===== src/rtl/binary_clock_pkg.sv =====
// Shared widths, limits, set-mode encoding and wrap helpers for the binary clock set controller.
package binary_clock_pkg;

  localparam int HOURS_W  = 5;
  localparam int MINSEC_W = 6;

  localparam logic [HOURS_W-1:0]  HOURS_MAX  = 5'd23;
  localparam logic [MINSEC_W-1:0] MINSEC_MAX = 6'd59;

  typedef enum logic [1:0] {
    RUN         = 2'd0,
    SET_HOURS   = 2'd1,
    SET_MINUTES = 2'd2,
    SET_SECONDS = 2'd3
  } set_state_t;

  function automatic logic [HOURS_W-1:0] hours_step(input logic [HOURS_W-1:0] value,
                                                    input logic up);
    if (up) return (value >= HOURS_MAX) ? '0 : value + HOURS_W'(1);
    return (value == '0 || value > HOURS_MAX) ? HOURS_MAX : value - HOURS_W'(1);
  endfunction

  function automatic logic [MINSEC_W-1:0] minsec_step(input logic [MINSEC_W-1:0] value,
                                                      input logic up);
    if (up) return (value >= MINSEC_MAX) ? '0 : value + MINSEC_W'(1);
    return (value == '0 || value > MINSEC_MAX) ? MINSEC_MAX : value - MINSEC_W'(1);
  endfunction

endpackage


===== src/rtl/button_debounce.sv =====
// Two-flop synchronizer plus counting debouncer; emits a one-cycle pulse on each accepted press.
module button_debounce #(
  parameter int DEBOUNCE_CYCLES = 1000000
) (
  input  logic clk,
  input  logic reset,
  input  logic raw,
  output logic level,
  output logic press
);
  localparam int CNT_W = $clog2(DEBOUNCE_CYCLES + 1);

  logic [1:0]       sync_reg;
  logic             level_reg;
  logic             press_reg;
  logic [CNT_W-1:0] cnt_reg;

  // Any sample that agrees with the stable level restarts the count.
  always_ff @(posedge clk) begin
    if (reset) begin
      sync_reg  <= '0;
      level_reg <= 1'b0;
      press_reg <= 1'b0;
      cnt_reg   <= '0;
    end else begin
      sync_reg  <= {sync_reg[0], raw};
      press_reg <= 1'b0;
      if (sync_reg[1] == level_reg) begin
        cnt_reg <= '0;
      end else if (cnt_reg == CNT_W'(DEBOUNCE_CYCLES - 1)) begin
        cnt_reg   <= '0;
        level_reg <= sync_reg[1];
        press_reg <= sync_reg[1];
      end else begin
        cnt_reg <= cnt_reg + CNT_W'(1);
      end
    end
  end

  assign level = level_reg;
  assign press = press_reg;

endmodule


===== src/rtl/binary_clock_set_ctrl.sv =====
// Set-mode controller: edits shadow time fields and commits them with a single load pulse.
// Define BINARY_CLOCK_AUTO_REPEAT_EN to auto-repeat inc/dec while the button is held.
module binary_clock_set_ctrl
  import binary_clock_pkg::*;
#(
  parameter int DEBOUNCE_CYCLES = 1000000,
  parameter int BLINK_CYCLES    = 12500000,
  parameter int REPEAT_CYCLES   = 25000000
) (
  input  logic                clk,
  input  logic                reset,
  input  logic                btn_mode,
  input  logic                btn_inc,
  input  logic                btn_dec,
  input  logic [HOURS_W-1:0]  cur_hours,
  input  logic [MINSEC_W-1:0] cur_minutes,
  input  logic [MINSEC_W-1:0] cur_seconds,
  output logic                tick_en,
  output logic                load,
  output logic [HOURS_W-1:0]  edit_hours,
  output logic [MINSEC_W-1:0] edit_minutes,
  output logic [MINSEC_W-1:0] edit_seconds,
  output logic [1:0]          set_mode,
  output logic                blink
);
  localparam int BLINK_W = $clog2(BLINK_CYCLES + 1);

  logic [2:0] raw_vec;
  logic [2:0] level_vec;
  logic [2:0] press_vec;
  logic       mode_press, inc_press, dec_press;
  logic       inc_step, dec_step;
  logic       unused_levels;

  set_state_t           state_reg;
  logic                 load_reg;
  logic [HOURS_W-1:0]   edit_hours_reg;
  logic [MINSEC_W-1:0]  edit_minutes_reg;
  logic [MINSEC_W-1:0]  edit_seconds_reg;
  logic [BLINK_W-1:0]   blink_cnt_reg;
  logic                 blink_reg;

  assign raw_vec = {btn_dec, btn_inc, btn_mode};

  generate
    for (genvar gi = 0; gi < 3; gi++) begin : g_btn
      button_debounce #(.DEBOUNCE_CYCLES(DEBOUNCE_CYCLES)) u_debounce (
        .clk   (clk),
        .reset (reset),
        .raw   (raw_vec[gi]),
        .level (level_vec[gi]),
        .press (press_vec[gi])
      );
    end
  endgenerate

  assign mode_press    = press_vec[0];
  assign inc_press     = press_vec[1];
  assign dec_press     = press_vec[2];
  assign unused_levels = ^level_vec;

`ifdef BINARY_CLOCK_AUTO_REPEAT_EN
  localparam int RPT_W = $clog2(REPEAT_CYCLES + 1);

  logic [RPT_W-1:0] rpt_cnt_reg;
  logic             rpt_armed_reg;
  logic             rpt_active;
  logic             rpt_fire;

  // Repeat only runs for a press accepted in a SET state and ends on release or mode.
  assign rpt_active = rpt_armed_reg && (level_vec[1] ^ level_vec[2]) && (state_reg != RUN);
  assign rpt_fire   = rpt_active && (rpt_cnt_reg == RPT_W'(REPEAT_CYCLES - 1));

  always_ff @(posedge clk) begin
    if (reset || mode_press || !(level_vec[1] || level_vec[2])) begin
      rpt_cnt_reg   <= '0;
      rpt_armed_reg <= 1'b0;
    end else if (inc_press || dec_press) begin
      rpt_cnt_reg   <= '0;
      rpt_armed_reg <= (state_reg != RUN);
    end else if (!rpt_active || rpt_fire) begin
      rpt_cnt_reg <= '0;
    end else begin
      rpt_cnt_reg <= rpt_cnt_reg + RPT_W'(1);
    end
  end

  assign inc_step = inc_press || (rpt_fire && level_vec[1]);
  assign dec_step = dec_press || (rpt_fire && level_vec[2]);
`else
  logic [31:0] unused_repeat;

  assign unused_repeat = REPEAT_CYCLES;
  assign inc_step      = inc_press;
  assign dec_step      = dec_press;
`endif

  always_ff @(posedge clk) begin
    if (reset) begin
      state_reg        <= RUN;
      load_reg         <= 1'b0;
      edit_hours_reg   <= '0;
      edit_minutes_reg <= '0;
      edit_seconds_reg <= '0;
    end else begin
      load_reg <= 1'b0;
      if (mode_press) begin
        case (state_reg)
          RUN: begin
            edit_hours_reg   <= (cur_hours   > HOURS_MAX)  ? '0 : cur_hours;
            edit_minutes_reg <= (cur_minutes > MINSEC_MAX) ? '0 : cur_minutes;
            edit_seconds_reg <= (cur_seconds > MINSEC_MAX) ? '0 : cur_seconds;
            state_reg        <= SET_HOURS;
          end
          SET_HOURS:   state_reg <= SET_MINUTES;
          SET_MINUTES: state_reg <= SET_SECONDS;
          SET_SECONDS: begin
            load_reg  <= 1'b1;
            state_reg <= RUN;
          end
        endcase
      end else if (inc_step ^ dec_step) begin
        case (state_reg)
          SET_HOURS:   edit_hours_reg   <= hours_step(edit_hours_reg, inc_step);
          SET_MINUTES: edit_minutes_reg <= minsec_step(edit_minutes_reg, inc_step);
          SET_SECONDS: edit_seconds_reg <= minsec_step(edit_seconds_reg, inc_step);
          default:     ;
        endcase
      end
    end
  end

  // Every state change comes from a mode press, so that is where the blink phase restarts.
  always_ff @(posedge clk) begin
    if (reset) begin
      blink_cnt_reg <= '0;
      blink_reg     <= 1'b0;
    end else if (mode_press) begin
      blink_cnt_reg <= '0;
      blink_reg     <= (state_reg != SET_SECONDS);
    end else if (state_reg == RUN) begin
      blink_cnt_reg <= '0;
      blink_reg     <= 1'b0;
    end else if (blink_cnt_reg == BLINK_W'(BLINK_CYCLES - 1)) begin
      blink_cnt_reg <= '0;
      blink_reg     <= ~blink_reg;
    end else begin
      blink_cnt_reg <= blink_cnt_reg + BLINK_W'(1);
    end
  end

  assign tick_en      = (state_reg == RUN) && !load_reg;
  assign load         = load_reg;
  assign edit_hours   = edit_hours_reg;
  assign edit_minutes = edit_minutes_reg;
  assign edit_seconds = edit_seconds_reg;
  assign set_mode     = state_reg;
  assign blink        = blink_reg;

endmodule


===== config.mk =====
export PLATFORM = sky130hd
export DESIGN_NAME = binary_clock_set_ctrl
export DESIGN_NICKNAME = d
export VERILOG_FILES = /design/src/rtl/binary_clock_pkg.sv /design/src/rtl/button_debounce.sv /design/src/rtl/binary_clock_set_ctrl.sv
export SDC_FILE = /design/constraint.sdc
export NUM_CORES = 1
export LEC_CHECK = 0
export ABC_CLOCK_PERIOD_IN_PS = 2500
export CORE_ASPECT_RATIO = 1.75
export CORE_UTILIZATION = 36
export CTS_BUF_LIST = sky130_fd_sc_hd__clkbuf_8
export DETAILED_ROUTE_END_ITERATION = 6
export HOLD_SLACK_MARGIN = 0.02
export MAX_ROUTING_LAYER = met4
export PLACE_DENSITY = 0.53
export SLEW_MARGIN = 20
export SYNTH_ARGS = -nofsm -noshare
export SYNTH_HDL_FRONTEND = slang
export SYNTH_SLANG_ARGS = --single-unit

===== constraint.sdc =====
create_clock -name clk -period 2.5 [get_ports clk]
set_input_delay 0.5 -clock clk [delete_from_list [all_inputs] [get_ports clk]]
set_output_delay 0.5 -clock clk [all_outputs]
set_load 0.03 [all_outputs]

* Yosys cells after proc, flatten, opt, wreduce, memory -nomap -nowiden
Index checks and enable logic that the tools add are counted.
** Operators by class
- Add/sub/neg operators :: 10
- $lt $le $gt $ge :: 9
- Eq/ne operators :: 12
- Mux-type cells :: 45
- Bitwise operators :: 9
- Reduce and logical (&&, ||, !) cells :: 28
** Operators by type and width (number)
- two-way mux 6 bit :: 18
- adder 20 x 1 -> 20 bit (second input constant) :: 3
- == test 20 bit (second input constant) :: 3
- two-way mux 5 bit :: 9
- adder 24 x 1 -> 24 bit (second input constant) :: 1
- == test 24 bit (second input constant) :: 1
- greater-than comparator 6 bit (second input constant) :: 4
- OR reduction 3 bit :: 6
- two-way mux 1 bit :: 17
- adder 6 x 1 -> 6 bit (second input constant) :: 2
- >= comparator 6 bit (second input constant) :: 2
- zero test 6 bit :: 2
- subtractor 6 x 1 -> 6 bit (second input constant) :: 2
- greater-than comparator 5 bit (second input constant) :: 2
- AND reduction 3 bit :: 3
- NOT 1 bit :: 8
- case mux 2 bit (4 select lines) :: 1
- nonzero test 2 bit :: 4
- AND reduction 2 bit :: 3
- adder 5 x 1 -> 5 bit (second input constant) :: 1
- >= comparator 5 bit (second input constant) :: 1
- zero test 5 bit :: 1
- subtractor 5 x 1 -> 5 bit (second input constant) :: 1
- == test 2 bit (second input constant) :: 2
- 11 further kinds :: 16
** Storage, ports and cells
- Bits in registers :: 117
- Bits of input ports :: 22
- Output and inout bits :: 22
- Word-level logic and storage cells :: 132

* Logic depth before layout (Yosys ltp)
Gate-level depths: netlist (run 1).
- Depth in word-level cells :: 9
- Mapped depth :: 9
- Depth with buffers taken out :: 7

* Hierarchy
A second synthesis (run 1) with hierarchy kept.
** Second synthesis, totals
- Cell total of the unflattened synthesis :: 742
- Area, all modules :: 6189.7 µm²
** Modules (own cells, without submodules)
- binary_clock_set_ctrl :: instances 1, cells each 381, area each 3017.9 µm², sequential area each 900.9 µm²
- button_debounce (g_btn[0].u_debounce ...) :: instances 2, cells each 122, area each 1069.8 µm², sequential area each 480.5 µm²
- button_debounce (g_btn[2].u_debounce) :: instances 1, cells each 117, area each 1032.2 µm², sequential area each 480.5 µm²

* Worst setup path after synthesis (run 1)
No wires, ideal clock.
- Path type :: reg2reg
- From :: reg edit_minutes_reg[0] (netlist: edit_minutes[0])
- To :: reg edit_minutes_reg[5] (netlist: edit_minutes[5])
- Setup time :: 0.131 ns
- Data arrival time :: 1.936 ns
- Data required time :: 2.369 ns
- Setup slack :: 0.432 ns
- Stages on the path, launching flop included :: 8
- Path buffers :: 0
- Period minus slack after synthesis :: 2.068 ns
- Cells stage by stage :: dfxtp_1 > inv_1 > ha_1 > nor2b_1 > a21oi_1 > a311oi_1 > a2111oi_0 > nor3_1
** Between the ends
- Word-level cells in the longest chain between the ends :: 7
- Elaborated cells on any way between the ends :: 13
- Those cells by class :: add/sub: 2; order compare: 2; mux: 7; reduce/logical: 2
** Ends and longest elaborated chain
- start: declaration :: line binary_clock_set_ctrl.sv:38 : logic [MINSEC_W-1:0] edit_minutes_reg;
- start signal: assignment :: line binary_clock_set_ctrl.sv:111 : edit_minutes_reg <= (cur_minutes > MINSEC_MAX) ? '0 : cur_minutes;
- start signal: assignment :: line binary_clock_set_ctrl.sv:125 : SET_MINUTES: edit_minutes_reg <= minsec_step(edit_minutes_reg, inc_step);
- adder 6 x 1 -> 6 bit, or another cell as far along :: line binary_clock_pkg.sv:25 : if (up) return (value >= MINSEC_MAX) ? '0 : value + MINSEC_W'(1);
- two-way mux 6 bit or logical OR 1 bit (tied branches) :: line binary_clock_pkg.sv:25, binary_clock_pkg.sv:26
- two-way mux 6 bit, on equally long branches :: line binary_clock_pkg.sv:25, binary_clock_pkg.sv:26
- two-way mux 6 bit * :: line binary_clock_pkg.sv:26 : return (value == '0 || value > MINSEC_MAX) ? MINSEC_MAX : value - MINSEC_W'(1);
- two-way mux 6 bit * :: line binary_clock_set_ctrl.sv:123 : case (state_reg)
- two-way mux 6 bit * :: line binary_clock_set_ctrl.sv:122 : end else if (inc_step ^ dec_step) begin
- two-way mux 6 bit * :: line binary_clock_set_ctrl.sv:107 : if (mode_press) begin
Mark *: on every way between the ends. The rest lies on a longest branch, timed or not. The select of a mux whose other input is x is not followed.
A chain may end at the register's enable or synchronous reset.

* Worst setup path after layout (run 1)
- From :: reg edit_minutes_reg[2] (netlist: edit_minutes[2])
- To :: out edit_minutes[2]
** RTL lines
- end: declaration :: line binary_clock_set_ctrl.sv:21 : output logic [MINSEC_W-1:0] edit_minutes,
No word-level cell between the ends.

==> results of run 1 <==
per-stage QoR:
stage	cell area [um2]	hold slack (ns)	util (%)
after detailed placement	6540	0.438	41.0
after global routing	6980	0.468	43.8
after floorplan	5920	0.414	-
after global placement	6540	0.417	41.0
after CTS	6980	0.459	43.8
final	6980	0.452	43.8
cell families (layout without fill, tap and decap cells):
kind of cell / after synthesis / after routing / synth area share (%)
AO/OA/AOI/OAI: 87 / 87 / 10.3
XOR/XNOR: 83 / 83 / 12.3
adder cells (fa/ha/maj): 16 / 16 / 3.38
AND/OR/NAND/NOR: 348 / 348 / 29.7
flip-flops: 117 / 117 / 39.6
buffers and inverters: 55 / 110 / 3.79
multiplexers: 5 / 5 / 0.867
cell usage in the layout, fill, tap and decap left out, drive strengths merged, types with 10 or more instances in the layout:
cell type,netlist,final
nor4,12,12
buf,12,12
nor3,18,18
nor2,122,122
a21oi,20,20
and4,12,12
xnor2,36,36
a31oi,14,14
nand3,59,59
ha,16,16
nand4,20,20
nand2,47,47
and3,14,14
clkbuf,19,21
dfxtp,117,117
inv,24,26
xor2,47,47
o21ai,10,10
clkdlybuf4s50,0,42
metal layers:
layer / global-route usage, % / part of all wire [%]
met5: - / 0
met4: 9.21 / 2.4
met3: 3.49 / 3.0
met2: 32.5 / 55
met1: 17.5 / 40
worst max-delay path by stage:
stage | from | endpoint | cells after the start | slack (ns)
2_1_floorplan | edit_minutes[0] | edit_minutes[5] | 7 | 0.43
3_3_place_gp | reset | blink_cnt_reg[20] | 4 | 0.31
3_5_place_dp | reset | blink_cnt_reg[6] | 4 | 0.28
4_1_cts | edit_minutes[2] | edit_minutes[2] | 1 | 0.12
5_1_grt | edit_minutes[2] | edit_minutes[2] | 1 | 0.04
6_report | edit_minutes[2] | edit_minutes[2] | 1 | 0.14
layout make-up:
class,count,area [um2]
inverters,24,90.1
multi-input cells,539,3350
repair buffers,55,519
fillers,1584,8970
clock buffers,21,289
clock inverters,10,154
well taps,189,236
flip-flops and latches,117,2340
where the power goes:
part / internal, W / total [W] / switching (W)
registers: 0.00187 / 0.00187 / 0.00000343
logic: 0.0000396 / 0.0000708 / 0.0000312
clock network: 0.00118 / 0.00193 / 0.000754
total: 0.00309 / 0.00388 / 0.000789
repair_timing:
| action | 4_1_cts | 5_1_grt |
|---|---|---|
| endpoints found under the hold margin | 0 | 0 |
| endpoints found under the setup margin | 1 | 0 |
| gates resized for setup | 1 | 0 |
==> reports/qor.yml, run 1 <==
start_kind: "flip-flop"
async_flop_share_pct: 0
tritoncts: "done"
synthesis.area_um2: 5920
cp_num_buf_inv: 1
hpwl_mm: 10.1
post_drt_wl_per_cell_um: 14.4
fin_nets: 792
largest_reg_flops: 60
finClkSkew_ns: 0.0205
syn_inst: 711
grt_pass1_vias: 5257
irDropWorstVdd_v: 0.000308
setup_viol: 0
ctsRootBufferMaster: "clkbuf_8"
synth_top_area_cell: "dfxtp_1"
rsz0062_at_grt: "no"
area_growth_pct: 18.0
grt_overflow: 0
postRouteWirelength_mm: 13.7
finalPower_w: 0.00388
die-height_um: 172
diodes: 0
synth.yosys.seq_area_share_pct: 39.6
grt_pass1_wl_mm: 23.5
cp.required_ns: 2.00
yosysMostFrequentCell: "nor2_1"
pre_cts_slack_ns: 0.282
worstHoldStart: "g_btn[0].u_debounce.sync_reg[0]"
numPortBuffers: 43
worstReg2RegEnd: "edit_minutes[5]"
end_kind: "output port"
synthTopCellsByArea: "dfxtp_1 40%, nor2_1 7.7%, xor2_1 7.0%, xnor2_1 5.3%, nand3_1 5.0%"
max_freq_ghz: 0.424
first_pass_iters: 5
die_x_um: 98.9
r2r-start: "edit_minutes[0]"
crit_fanout: 17
tightest_slew_ns: 0.812
synth_common_cells: "122 x nor2_1, 117 x dfxtp_1, 59 x nand3_1"
track_usage_pct: 17.7
r2r_slack_ns: 0.41
ctsLongestPathBuffers: 2
synthDistinctLibCells: 61
via_count: 5193
synth_seq_cells: 117
p_leak_nw: 2.25
ios: 44
initialDrtViolationCount: 251
rows: 61
finalHoldViolCount: 0
period_needed_ns: 2.36
ff2ff_path_depth: 7
viasPerCell: 5.44
cts_sinks: 117
cts.clk_slew.worst_paths_ns: 0.07
drv_cap: 0
slew_violations: 0
critPathKind: "flip-flop to output port"
postCtsHoldBufs: 0
grt_max_degree: 31
min_to: "g_btn[0].u_debounce.sync_reg[1]"
crit_slowest_cell: "clkdlybuf4s50_1"
holdPathStages: 1
ant_nets: 0
ys_warn_count: 0
fin_cells: 955
slowest_delay_ns: 0.78
fin_ws_ns: 0.140
fin_crit_sh_pct: 94.4
synth_top_area_share_pct: 39.6
post_cts_buffers: 0
avgSynthCellArea_um2: 8.32
dp.cells: 924
hold_class: "flip-flop to flip-flop"
antenna_found_initial: 0
cp_top_family: "buffers and inverters"
fin_tns_setup_ns: 0
dieArea_um2: 17000
outcome: "finished, final reports clean"
arrival_ns: 1.86
relSlewSlack_pct: 45.8
power_density_nw_per_um2: 556
ys_dominant_reg_cell: "dfxtp_1"
numCtsBuffers: 17
place.gp.congestion: 0.894
synthesis.nets: 749
htreeDepth: 4
start_util_pct: 37.1
drc: 0
path_cells: "clkdlybuf4s50_1"
clk_latency_ns: 0.43
synth_edf_count: 0
core_area_um2: 16000
drive_gt1_share_pct: 6.66
Note: power is estimated with default switching activity, not from simulation.
==> inputs of run 2 (changes only) <==
- CAP_MARGIN: not set -> 20
- SKIP_CTS_REPAIR_TIMING: not set -> 1
==> run 2 against run 1 <==
Compared with the run above:
- wire length is essentially flat
- first-iteration DRC count is the same
- power is essentially flat
- maximum frequency is essentially flat
- die area is the same
- non-clock buffer count is the same
- utilization is essentially flat
- sequential share of layout area is essentially flat
- flip-flop and latch count is the same
- final cell count is the same
- clock power is essentially flat
- sequential power is essentially flat
==> reports/qor.yml, run 2 (same netlist as run 1, synthesis figures left out) <==
power_density_nw_per_um2: 555  # was 556 nW/um2
clk_latency_ns: 0.43  # about the same
drv_cap: 0  # unchanged
finalPower_w: 0.00388  # about the same
tritoncts: "done"  # unchanged
htreeDepth: 4  # unchanged
ant_nets: 0  # unchanged
ctsLongestPathBuffers: 2  # unchanged
ctsRootBufferMaster: "clkbuf_8"  # unchanged
p_leak_nw: 2.25  # about the same
critPathKind: "flip-flop to output port"  # unchanged
slowest_delay_ns: 0.78  # about the same
largest_reg_flops: 60  # unchanged
dieArea_um2: 17000  # unchanged
initialDrtViolationCount: 251  # unchanged
core_area_um2: 16000  # unchanged
die-height_um: 172  # unchanged
cp.required_ns: 2.00  # about the same
track_usage_pct: 17.7  # unchanged
relSlewSlack_pct: 45.8  # unchanged
final_common_cell: "nor2_1"  # unchanged
finClkSkew_ns: 0.0205  # about the same
fin_nets: 792  # unchanged
rows: 61  # unchanged
end_kind: "output port"  # unchanged
area_growth_pct: 18.1  # was 18.0%
cts_sinks: 117  # unchanged
numCtsBuffers: 17  # unchanged
grt_max_degree: 31  # unchanged
fin_crit_sh_pct: 94.4  # about the same
arrival_ns: 1.86  # about the same
numPortBuffers: 43  # unchanged
path_cells: "clkdlybuf4s50_1"  # unchanged
diodes: 0  # unchanged
setup_viol: 0  # unchanged
layout_common_cells: "122 x nor2_1, 117 x dfxtp_1, 59 x nand3_1"  # unchanged
start_util_pct: 37.1  # unchanged
tightest_slew_ns: 0.812  # unchanged
rsz0062_at_grt: "no"  # unchanged
grt_pass1_vias: 5257  # unchanged
hpwl_mm: 10.1  # unchanged
slew_violations: 0  # unchanged
critical_path_depth: 1  # unchanged
via_count: 5193  # unchanged
finalHoldViolCount: 0  # unchanged
period_needed_ns: 2.36  # about the same
worst_hold_slack_ns: 0.452  # about the same
drc: 0  # unchanged
ff2ff_path_depth: 7  # unchanged
viasPerCell: 5.44  # unchanged
cts.clk_slew.worst_paths_ns: 0.07  # about the same
die_x_um: 98.9  # unchanged
post_drt_wl_per_cell_um: 14.4  # about the same
first_pass_iters: 5  # unchanged
final_area_um2: 6980  # about the same
ios: 44  # unchanged
drive_gt1_share_pct: 6.66  # unchanged
max_freq_ghz: 0.424  # about the same
outcome: "finished, final reports clean"  # unchanged
crit_fanout: 17  # unchanged
start_kind: "flip-flop"  # unchanged
cp_num_buf_inv: 1  # unchanged
cp_top_family: "buffers and inverters"  # unchanged
hold_class: "flip-flop to flip-flop"  # unchanged
place.gp.congestion: 0.894  # unchanged
holdPathStages: 1  # unchanged
antenna_found_initial: 0  # unchanged
post_dp_cell_area_um2: 6540  # unchanged
grt_overflow: 0  # unchanged
grt_pass1_wl_mm: 23.5  # unchanged
crit_slowest_cell: "clkdlybuf4s50_1"  # unchanged
postRouteWirelength_mm: 13.7  # about the same
irDropWorstVdd_v: 0.000308  # about the same
run 2: report_power, final:
group | switching [W] | leakage [nW] | internal [W]
logic | 0.0000312 | 1.08 | 0.0000396
registers | 0.00000343 | 0.943 | 0.00187
clock network | 0.000755 | 0.230 | 0.00118
run 2: cell type report:
| type | count | area, um2 |
|---|---|---|
| Sequential cell | 117 | 2340 |
| Multi-Input combinational cell | 539 | 3350 |
| Inverter | 24 | 90.1 |
| Timing Repair Buffer | 55 | 523 |
| Tap cell | 189 | 236 |
| Clock buffer | 21 | 289 |
| Fill cell | 1582 | 8970 |
| Clock inverter | 10 | 154 |
run 2: per-layer routing:
metal / vias to the layer above / GRT usage (%) / part of all wire, %
met5: - / - / 0
met4: 0 / 9.21 / 2.4
met3: 26 / 3.49 / 3.0
met2: 99 / 32.5 / 55
met1: 2477 / 17.5 / 40
li1: 2591 / - / -
run 2: worst paths after layout:
check	startpoint	endpoint	slack, ns
worst max-delay path	edit_minutes[2]	edit_minutes[2]	0.14
worst min register to register	g_btn[0].u_debounce.sync_reg[0]	g_btn[0].u_debounce.sync_reg[1]	0.45
worst min-delay path	g_btn[0].u_debounce.sync_reg[0]	g_btn[0].u_debounce.sync_reg[1]	0.45
worst max register to register	edit_minutes[0]	edit_minutes[5]	0.41
run 2: stage by stage:
step                      setup TNS [ns]  util, %  instances  setup slack (ns)
final                                  0     43.8        955             0.140
after global routing                   0     43.8        955            0.0432
after CTS                        -0.0360     43.8        955           -0.0360
after detailed placement               0     41.0        924             0.282
after global placement                 0     41.0        924             0.305
after floorplan                        0        -        711             0.432
==> inputs of run 3 (changes only) <==
- CTS_CLUSTER_SIZE: not set -> 40
- GPL_ROUTABILITY_DRIVEN: not set -> 0
==> run 3 against run 2 <==
Compared with the run above:
- worst setup slack gained 0.033 ns
- final area barely moved
- utilization about the same
==> reports/qor.yml, run 3 (same netlist as run 1, synthesis figures left out) <==
hold_class: "flip-flop to flip-flop"  # unchanged
grt_overflow: 0  # unchanged
critPathKind: "flip-flop to output port"  # unchanged
die-height_um: 172  # unchanged
slowest_delay_ns: 0.77  # was 0.78 ns
cp.required_ns: 2.00  # about the same
path_cells: "clkdlybuf4s50_1"  # unchanged
cp_num_buf_inv: 1  # unchanged
numCtsBuffers: 17  # unchanged
tritoncts: "done"  # unchanged
finClkSkew_ns: 0.0190  # was 0.0205 ns
final_common_cell: "nor2_1"  # unchanged
ctsRootBufferMaster: "clkbuf_8"  # unchanged
grt_pass1_vias: 5215  # was 5257
finalHoldViolCount: 0  # unchanged
period_needed_ns: 2.33  # was 2.36 ns
ctsLongestPathBuffers: 2  # unchanged
p_int_w: 0.00310  # was 0.00309 W
drc: 0  # unchanged
relSlewSlack_pct: 46.1  # was 45.8%
htreeDepth: 4  # unchanged
end_kind: "output port"  # unchanged
power_density_nw_per_um2: 566  # was 555 nW/um2
diodes: 0  # unchanged
post_drt_wl_per_cell_um: 14.4  # about the same
core_area_um2: 16000  # unchanged
arrival_ns: 1.83  # was 1.86 ns
antenna_found_initial: 0  # unchanged
via_count: 5162  # was 5193
hpwl_mm: 9.83  # was 10.1 mm
start_kind: "flip-flop"  # unchanged
r2r_slack_ns: 0.36  # was 0.41 ns
setup_viol: 0  # unchanged
start_util_pct: 37.1  # unchanged
drive_gt1_share_pct: 6.80  # was 6.66%
crit_slowest_cell: "clkdlybuf4s50_1"  # unchanged
viasPerCell: 5.41  # was 5.44
grt_pass1_wl_mm: 23.7  # was 23.5 mm
cts.clk_slew.worst_paths_ns: 0.07  # about the same
dieArea_um2: 17000  # unchanged
first_pass_iters: 5  # unchanged
die_x_um: 98.9  # unchanged
worst_hold_slack_ns: 0.438  # was 0.452 ns
p_sw_w: 0.000856  # was 0.000789 W
rows: 61  # unchanged
area_growth_pct: 18.2  # was 18.1%
drv_cap: 0  # unchanged
grt_max_degree: 31  # unchanged
finalPower_w: 0.00396  # was 0.00388 W
fin_crit_sh_pct: 93.1  # was 94.4%
outcome: "finished, final reports clean"  # unchanged
postLayoutCoreUtil_pct: 43.8  # about the same
switching_share_pct: 21.6  # was 20.4%
track_usage_pct: 17.8  # was 17.7%
max_freq_ghz: 0.430  # was 0.424 GHz
p_leak_nw: 2.24  # was 2.25 nW
irDropWorstVdd_v: 0.000327  # was 0.000308 V
seq_power_share_pct: 47.3  # was 48.3%
pwr-share-clk_pct: 51.0  # was 49.9%
slew_violations: 0  # unchanged
numPortBuffers: 43  # unchanged
tightest_slew_ns: 0.808  # was 0.812 ns
postRouteWirelength_mm: 13.7  # about the same
ios: 44  # unchanged
crit_fanout: 15  # was 17
initialDrtViolationCount: 320  # was 251
fin_nets: 790  # was 792
cts_sinks: 117  # unchanged
largest_reg_flops: 60  # unchanged
comb_power_share_pct: 1.7  # was 1.8%
nFillCells: 1596  # was 1582
layout_common_cells: "122 x nor2_1, 116 x dfxtp_1, 59 x nand3_1"  # was 122 x nor2_1, 117 x dfxtp_1, 59 x nand3_1
clk_latency_ns: 0.44  # was 0.43 ns
rsz0062_at_grt: "no"  # unchanged
cp_top_family: "buffers and inverters"  # unchanged
ant_nets: 0  # unchanged
==> run 3: cell types whose count changed in the layout (fill, tap and decap cells not counted), sizes merged <==
cell,delta
bufinv,+1
inv,+1
clkinv,+2
clkinvlp,+1
clkbuf,-4
buf,-2
==> run 3: metrics by stage <==
step / TNS [ns] / worst slack (ns) / cell area, um2 / cells
after global routing: 0 / 0.0800 / 6990 / 954
after detailed placement: 0 / 0.257 / 6520 / 922
final: 0 / 0.173 / 6990 / 954
after CTS: -0.0235 / -0.0235 / 6990 / 954
after floorplan: 0 / 0.432 / 5920 / 711
after global placement: 0 / 0.322 / 6520 / 922
==> run 3: final timing paths <==
| check | start | to | cells past startpoint |
|---|---|---|---|
| max | edit_seconds[3] | edit_seconds[3] | 1 |
| max reg2reg | blink_cnt_reg[5] | blink_cnt_reg[2] | 5 |
| min | g_btn[2].u_debounce.sync_reg[0] | g_btn[2].u_debounce.sync_reg[1] | 1 |
| min reg2reg | g_btn[2].u_debounce.sync_reg[0] | g_btn[2].u_debounce.sync_reg[1] | 1 |
==> run 3: area by class of cell <==
type | count | area (um2) | share of cell area (%)
Clock buffer | 17 | 234 | 3.35
Clock inverter | 15 | 229 | 3.28
Inverter | 24 | 90.1 | 1.29
Multi-Input combinational cell | 539 | 3350 | 47.9
Sequential cell | 117 | 2340 | 33.5
Tap cell | 189 | 236 | 3.38
Timing Repair Buffer | 53 | 508 | 7.27
==> run 3: power by group through the flow <==
stage               logic [W]  registers [W]  clock network (W)
floorplan           0.0000236        0.00191                  0
global placement    0.0000693        0.00191                  0
detailed placement  0.0000697        0.00191                  0
CTS                 0.0000701        0.00187            0.00208
global route        0.0000759        0.00187            0.00216
finish              0.0000690        0.00187            0.00202
==> run 3: routing by layer <==
metal	track usage (%)	wire length, um	vias up
met1	18.1	5580	2436
met2	32.7	7340	112
met5	-	0	-
li1	-	-	2583
met3	3.01	436	31
met4	8.70	352	0
